===== src/rtl/seq_divider8.sv =====
// Multi-cycle unsigned restoring divider: one trial subtraction per clock, WIDTH iterations.
// Start/busy/done handshake; results and flags are presented through a registered output stage.
module seq_divider8 #(
  parameter int unsigned WIDTH = 8
) (
  input  logic             clk,
  input  logic             rst_n,
  input  logic             start,
  input  logic [WIDTH-1:0] A,
  input  logic [WIDTH-1:0] B,
  output logic [WIDTH-1:0] Q,
  output logic [WIDTH-1:0] R,
  output logic             busy,
  output logic             done,
  output logic             div_by_zero
);

  localparam int unsigned CntW = (WIDTH > 1) ? $clog2(WIDTH) : 1;
  localparam logic [CntW-1:0] LastCnt = CntW'(WIDTH - 1);

  typedef enum logic [1:0] {
    StIdle,
    StCalc,
    StDone
  } state_e;

  state_e r_state;
  state_e w_state_next;

  // r_dividend shifts out dividend bits at the top and collects quotient bits at the bottom
  logic [WIDTH-1:0] r_dividend;
  logic [WIDTH-1:0] r_divisor;
  logic [WIDTH-1:0] r_prem;
  logic [CntW-1:0]  r_count;
  logic [WIDTH-1:0] r_res_q;
  logic [WIDTH-1:0] r_res_r;
  logic             r_res_dbz;

  logic [WIDTH-1:0] r_q;
  logic [WIDTH-1:0] r_r;
  logic             r_dbz;
  logic             r_busy;
  logic             r_done;

  logic             w_accept;
  logic             w_last;
  logic [WIDTH:0]   w_shift;
  logic [WIDTH:0]   w_trial;
  logic             w_qbit;
  logic [WIDTH-1:0] w_prem_next;
  logic [WIDTH-1:0] w_quot_next;
  logic             w_busy;
  logic             w_done;

  assign w_accept = start && (r_state != StCalc);
  assign w_last   = (r_count == LastCnt);

  // The partial remainder stays below the divisor, so a 9-bit trial has an unambiguous sign bit
  assign w_shift     = {r_prem, r_dividend[WIDTH-1]};
  assign w_trial     = w_shift - {1'b0, r_divisor};
  assign w_qbit      = ~w_trial[WIDTH];
  assign w_prem_next = w_qbit ? w_trial[WIDTH-1:0] : w_shift[WIDTH-1:0];
  assign w_quot_next = {r_dividend[WIDTH-2:0], w_qbit};

  // State register
  always_ff @(posedge clk) begin
    if (!rst_n) begin
      r_state <= StIdle;
    end else begin
      r_state <= w_state_next;
    end
  end

  // Next-state logic
  always_comb begin
    w_state_next = r_state;
    unique case (r_state)
      StIdle, StDone: begin
        if (start) begin
          w_state_next = (B == '0) ? StDone : StCalc;
        end else begin
          w_state_next = StIdle;
        end
      end
      StCalc: begin
        if (w_last) begin
          w_state_next = StDone;
        end
      end
      default: w_state_next = StIdle;
    endcase
  end

  // State-decoded outputs, registered below
  always_comb begin
    w_busy = 1'b0;
    w_done = 1'b0;
    unique case (r_state)
      StCalc:  w_busy = 1'b1;
      StDone:  w_done = 1'b1;
      default: begin
        w_busy = 1'b0;
        w_done = 1'b0;
      end
    endcase
  end

  // Iteration datapath
  always_ff @(posedge clk) begin
    if (!rst_n) begin
      r_dividend <= '0;
      r_divisor  <= '0;
      r_prem     <= '0;
      r_count    <= '0;
      r_res_q    <= '0;
      r_res_r    <= '0;
      r_res_dbz  <= 1'b0;
    end else if (w_accept) begin
      r_dividend <= A;
      r_divisor  <= B;
      r_prem     <= '0;
      r_count    <= '0;
      if (B == '0) begin
        r_res_q   <= '1;
        r_res_r   <= A;
        r_res_dbz <= 1'b1;
      end else begin
        r_res_dbz <= 1'b0;
      end
    end else if (r_state == StCalc) begin
      r_prem     <= w_prem_next;
      r_dividend <= w_quot_next;
      r_count    <= r_count + CntW'(1);
      if (w_last) begin
        r_res_q <= w_quot_next;
        r_res_r <= w_prem_next;
      end
    end
  end

  // Output stage: results become visible together with the done pulse
  always_ff @(posedge clk) begin
    if (!rst_n) begin
      r_q    <= '0;
      r_r    <= '0;
      r_dbz  <= 1'b0;
      r_busy <= 1'b0;
      r_done <= 1'b0;
    end else begin
      r_busy <= w_busy;
      r_done <= w_done;
      if (w_done) begin
        r_q   <= r_res_q;
        r_r   <= r_res_r;
        r_dbz <= r_res_dbz;
      end else if (w_accept) begin
        r_dbz <= 1'b0;
      end
    end
  end

  assign Q           = r_q;
  assign R           = r_r;
  assign div_by_zero = r_dbz;
  assign busy        = r_busy;
  assign done        = r_done;

endmodule

===== config.mk =====
export PLATFORM = sky130hd
export DESIGN_NAME = seq_divider8
export DESIGN_NICKNAME = d
export VERILOG_FILES = /design/src/rtl/seq_divider8.sv
export SDC_FILE = /design/constraint.sdc
export NUM_CORES = 1
export LEC_CHECK = 0
export BUFFER_PORTS_ARGS = -buffer_cell sky130_fd_sc_hd__buf_2
export CORE_MARGIN = 8
export CORE_UTILIZATION = 50
export DETAILED_ROUTE_END_ITERATION = 8
export PLACE_DENSITY = 0.72
export SLEW_MARGIN = 20
export SYNTH_ARGS = -nofsm -noshare
export SYNTH_HDL_FRONTEND = slang
export SYNTH_SLANG_ARGS = --single-unit

===== constraint.sdc =====
create_clock -name clk -period 4.8 [get_ports clk]
set_input_delay 0.48 -clock clk [delete_from_list [all_inputs] [get_ports clk]]
set_output_delay 0.48 -clock clk [all_outputs]
set_load 0.05 [all_outputs]

Word level (Yosys, flattened, before mapping)
Index checks and enable logic that the tools add are counted.
Widths: inputs -> output; s select.
- flip-flop bits (word level): 65
- input bits: 19
- output and inout bits: 19
- logic and storage cells: 52
- $add $sub $neg: 2
- equality and inequality tests: 6
- mux-type cells: 20
- bitwise operators: 2
- reduce and logical (&&, ||, !) cells: 9
- operators by type and width (operator ; number):
    $mux 8 ; 11
    $sub 9x8->9 ; 1
    $logic_not 8->1 ; 1
    $mux 2 ; 3
    $reduce_bool 2->1 ; 3
    $mux 1 ; 5
    $ne 2x1->1 const B ; 2
    $pmux 2 s2 ; 1
    $reduce_or 2->1 ; 2
    $add 3x1->3 const B ; 1
    $eq 3x3->1 const B ; 1
    $reduce_and 3->1 ; 1
    $eq 2x1->1 const B ; 1
    $eq 2x2->1 const B ; 1
    $logic_not 2->1 ; 1
    $ne 2x2->1 const B ; 1
    $not 1->1 ; 2
    $logic_and 1x1->1 ; 1

Depth between registers and ports, before layout
- depth in word-level cells: 5
- mapped depth: 10
- mapped depth without buffers: 9

Worst setup path after synthesis
No wires, ideal clock.
- path kind: reg2reg
- from: reg r_dividend[7]
- to: reg r_prem[1]
- data arrival time: 2.267 ns
- slack: 2.471 ns
- cell stages (with the launch flop): 11
- path through: dfxtp_1 > inv_1 > ha_1 > fa_1 > nor2b_4 > o31ai_2 > a21o_1 > or2_1 > buf_6 > or4_1 > nand3_1
- longest elaborated chain between the ends: 2
- RTL lines (what ; line ; RTL):
    from (decl) ; 31 ; logic [WIDTH-1:0] r_dividend;
    from (signal assigned) ; 132 ; r_dividend <= w_quot_next;
    $sub 9x8->9 ; 60 ; assign w_trial = w_shift - {1'b0, r_divisor};
    $mux 8 ; 62 ; assign w_prem_next = w_qbit ? w_trial[WIDTH-1:0] : w_shift[WIDTH-1:0];
    to (signal assigned) ; 131 ; r_prem <= w_prem_next;
    to (decl) ; 33 ; logic [WIDTH-1:0] r_prem;
Every way passes these cells.
A chain may end at the register's enable or synchronous reset.

Worst setup path after layout
- from: reg r_state[0]
- to: reg r_prem[1]
- longest elaborated chain between the ends: 3
- RTL lines (what ; line ; RTL):
    from (decl) ; 27 ; state_e r_state;
    from (signal assigned) ; 68 ; r_state <= StIdle;
    from (signal assigned) ; 70 ; r_state <= w_state_next;
    $ne 2x1->1 ; 55 ; assign w_accept = start && (r_state != StCalc);
    $logic_and 1x1->1 ; 55 ;
    $reduce_or 2->1 (no line) ; n/a ;
Several ways; a longest one is shown, not always the timed one.

==> metrics.md <==
| Metric | Value |
|---|---|
| CTS root buffer | `clkbuf_8` |
| Critical-path maximum fanout | `28` |
| Total CTS buffers | `9` |
| RR Startpoint | `r_state[0]` |
| # IOs | `38` |
| Final TNS setup | `0 ns` |
| WL/cell | `15.11 um` |
| Clk slew on worst S/H paths | `0.08 ns` |
| Routed via count | `2774` |
| DP HPWL | `5176 um` |
| Gr usage total | `17.13%` |
| Combinational share of power | `16.5%` |
| Critical path's largest stage delay | `0.67 ns` |
| Maximum Capacitance Violations | `0` |
| Slew Limit Fails | `0` |
| CP startpoint kind | `register` |
| Yosys reg bits | `65` |
| Run status | `finished, final reports clean` |
| DRC | `0` |
| Gr ovfl total | `0` |
| Global-route wire length before repair | `12360 um` |
| Chip height | `96.10 um` |
| Sequential share of the synthesized area | `40.56%` |
| Antenna Cells | `0` |
| Final hold violation count | `0` |
| Hold Buf Count CTS | `0` |
| YS warnings | `0` |
| Port Buffers | `37` |
| Cell area after synthesis | `0.003208 mm2` |
| CP Buf/Inv Count | `0` |
| Clock Sinks | `65` |
| Slew @ Worst Pin | `1.019 ns` |
| Worst setup startpoint | `r_state[0]` |
| Post-synthesis net count | `418` |
| Area of the multi-input gates | `0.001747 mm2` |
| Synthesized area per cell | `8.268 um2` |
| Slowest stage cell, crit path | `nand2_1` |
| Worst Skew | `0.005800 ns` |
| Die W | `96.10 um` |
| NetSw | `0.0003779 W` |
| Top delay family on crit path | `simple AND/OR/NAND/NOR gates` |
| Post-CTS Setup Inserts | `0` |
| Max-slew headroom | `32.08%` |
| Netlist cell types | `49` |
| Initial core utilization | `51.11%` |
| Setup violations, final | `0` |
| Setup repair after global routing missed its margin | `false` |
| Clock share of power | `40.6%` |
| CTS resizes | `0` |
| Length of the first detailed-routing pass in iterations | `4` |
| Skew-Pair Late Insertion Delay | `0.35 ns` |
| Vias in the first global route | `2579` |
| Final worst path period need | `2.653 ns` |
| NumNets Final | `442` |
| Largest net degree at the start of global routing | `69` |
| Critical path class | `register to register` |
| Area Growth Syn to Fin | `12.99%` |
| Clock Tree Buf Depth | `2` |
| Sequential power share | `42.9%` |
| Share of layout cells above drive strength 1 | `15.11%` |
| Routed Antenna Nets | `0` |
| Total Wirelength | `7463 um` |
| H-tree levels | `3` |
| Power Density | `366.9 mW/mm2` |
| CTS tree | `done` |
| Mapped Cells | `388` |
| Fmax | `0.3769 GHz` |
| Reg2reg path depth | `5` |
| FF+latch area | `0.001301 mm2` |
| Worst setup EP type | `register` |
| Gpl congestion | `0.8291` |
| Vias per inst | `5.615` |
| Rows | `29` |
| Cell count along the critical path | `5` |
| FILL cells | `582` |
| Critical-path cell list | `nand2b_1 -> nand2_1 -> nand2_1 -> or4_1 -> nand3_1` |
| Inst Count DP | `478` |
| Worst Path Arrival | `2.94 ns` |
| WP data required | `5.09 ns` |
| Critical R2R Capture | `r_prem[1]` |
| Peak VDD IR | `0.2167 mV` |
| Internal Power | `0.0009521 W` |
| R2R setup slack | `2.15 ns` |
| Worst path most repeated cell | `nand2_1` |
| HP Class | `input port to register` |
| Crit path capture | `r_prem[1]` |
| Leak Pwr | `1.526 nW` |
| Core area | `0.006277 mm2` |
| Die area | `0.009235 mm2` |
| Part of the cycle the worst path needs | `55.28%` |
| DR iter-0 viols | `209` |
| Filler-free cell count of the finished design | `494` |
| Antenna violations before repair | `0` |
| Switching part of the total | `28.41%` |
==> registers in the layout, summed over array words and instances, names as in the netlist, 2 cells and up <==
name        cells
r_dividend      8
Q               8
r_divisor       8
r_state         2
r_res_r         8
r_prem          8
r_res_q         8
r_count         3
R               8
==> worst min-delay path by stage <==
stage,start,end,slack [ns],cells after the start
2_1_floorplan,r_res_r[7],R[7],0.44,2
3_3_place_gp,r_count[2],r_count[2],0.45,2
3_5_place_dp,R[3],R[3],0.46,2
5_1_grt,B[2],r_divisor[2],0.38,3
4_1_cts,B[2],r_divisor[2],0.38,3
6_report,B[2],r_divisor[2],0.39,3
==> worst reg2reg max path: cells and delay by family, from the launching register on <==
family | cells | cell delay, ns
DFF | 1 | 0.40
and+or+nand+nor | 5 | 2.20
==> area by class of cell <==
| class | instances | share of cell area [%] |
|---|---|---|
| clock buffers | 10 | 3.797 |
| clock inverters | 6 | 2.485 |
| inverters | 10 | 1.036 |
| multi-input cells | 285 | 48.19 |
| flip-flops and latches | 65 | 35.90 |
| well taps | 77 | 2.658 |
| repair buffers | 41 | 5.937 |
==> Yosys cell counts (all sizes together) <==
master / n / area, um2
a2111oi: 2 / 17.52
a211oi: 6 / 45.04
a21boi: 25 / 187.7
a21o: 3 / 22.52
a21oi: 9 / 45.04
a221o: 1 / 10.01
a221oi: 3 / 26.28
a311o: 1 / 10.01
a31oi: 1 / 6.260
a32oi: 2 / 17.52
and2: 5 / 31.28
and3: 1 / 6.260
buf: 7 / 46.29
clkbuf: 21 / 78.83
dfxtp: 65 / 1301
fa: 1 / 20.02
ha: 10 / 125.1
inv: 10 / 37.54
mux2i: 11 / 110.1
nand2: 83 / 311.6
nand2b: 8 / 50.05
nand3: 12 / 60.06
nand3b: 1 / 7.510
nand4: 9 / 56.30
nand4b: 2 / 17.52
nor2: 22 / 82.58
nor2b: 6 / 45.04
nor3: 12 / 60.06
nor3b: 1 / 7.510
nor4b: 1 / 23.77
o211a: 9 / 90.09
o211ai: 1 / 7.510
o21a: 1 / 7.510
o21ai: 20 / 100.1
o22ai: 1 / 6.260
o311ai: 1 / 8.760
o31ai: 2 / 20.02
or2: 1 / 6.260
or3b: 1 / 8.760
or4: 4 / 33.78
xnor2: 4 / 35.03
xor2: 2 / 17.52
==> power by group through the flow <==
stage | sequential (W) | clock (W) | combinational [W]
2_1_floorplan | 0.000580 | 0 | 0.000175
3_5_place_dp | 0.000583 | 0 | 0.000217
3_3_place_gp | 0.000582 | 0 | 0.000213
5_1_grt | 0.000573 | 0.000571 | 0.000243
6_report | 0.000571 | 0.000539 | 0.000220
4_1_cts | 0.000570 | 0.000541 | 0.000218
==> cell families after synthesis <==
group | after synthesis | synth area share (%)
simple gates | 169 | 25.20
compound gates | 88 | 19.58
flops | 65 | 40.56
buf+inv | 38 | 5.070
mux | 11 | 3.432
fa+ha+maj | 11 | 4.524
xor+xnor | 6 | 1.638
==> routing by layer <==
metal / track usage (%) / share of wire (%)
met4: 5.378 / 1.2
met2: 26.33 / 46
met3: 5.616 / 5.8
met1: 22.17 / 47
met5: 0 / 0
==> placed cells by master (no fill, tap or decap), types with 3 or more instances in the layout <==
cell type / n
nand3_1: 12
ha_1: 10
a21boi_0: 25
xnor2_1: 4
dfxtp_1: 65
buf_4: 4
a21o_1: 3
nand4_1: 9
or4_1: 3
o211a_1: 9
mux2i_1: 11
nand2b_1: 8
buf_2: 37
a21oi_1: 9
o21ai_0: 15
a211oi_1: 6
o21ai_1: 5
and2_1: 5
nor3_1: 12
inv_1: 10
clkbuf_8: 10
nor2b_1: 4
nand2_1: 83
a221oi_1: 3
nor2_1: 22
==> per-stage QoR <==
stage          worst slack, ns  power [W]  area [um2]  hold slack, ns  utilization (%)
2_1_floorplan            2.471  0.0007544        3208          0.4380                -
3_3_place_gp             2.179  0.0007950        3395          0.4479            54.08
3_5_place_dp             2.126  0.0008000        3395          0.4564            54.08
4_1_cts                  2.209   0.001329        3622          0.3834            57.70
5_1_grt                  1.904   0.001387        3625          0.3802            57.74
6_report                 2.147   0.001330        3625          0.3871            57.74
(Power assumes the default switching activity.)
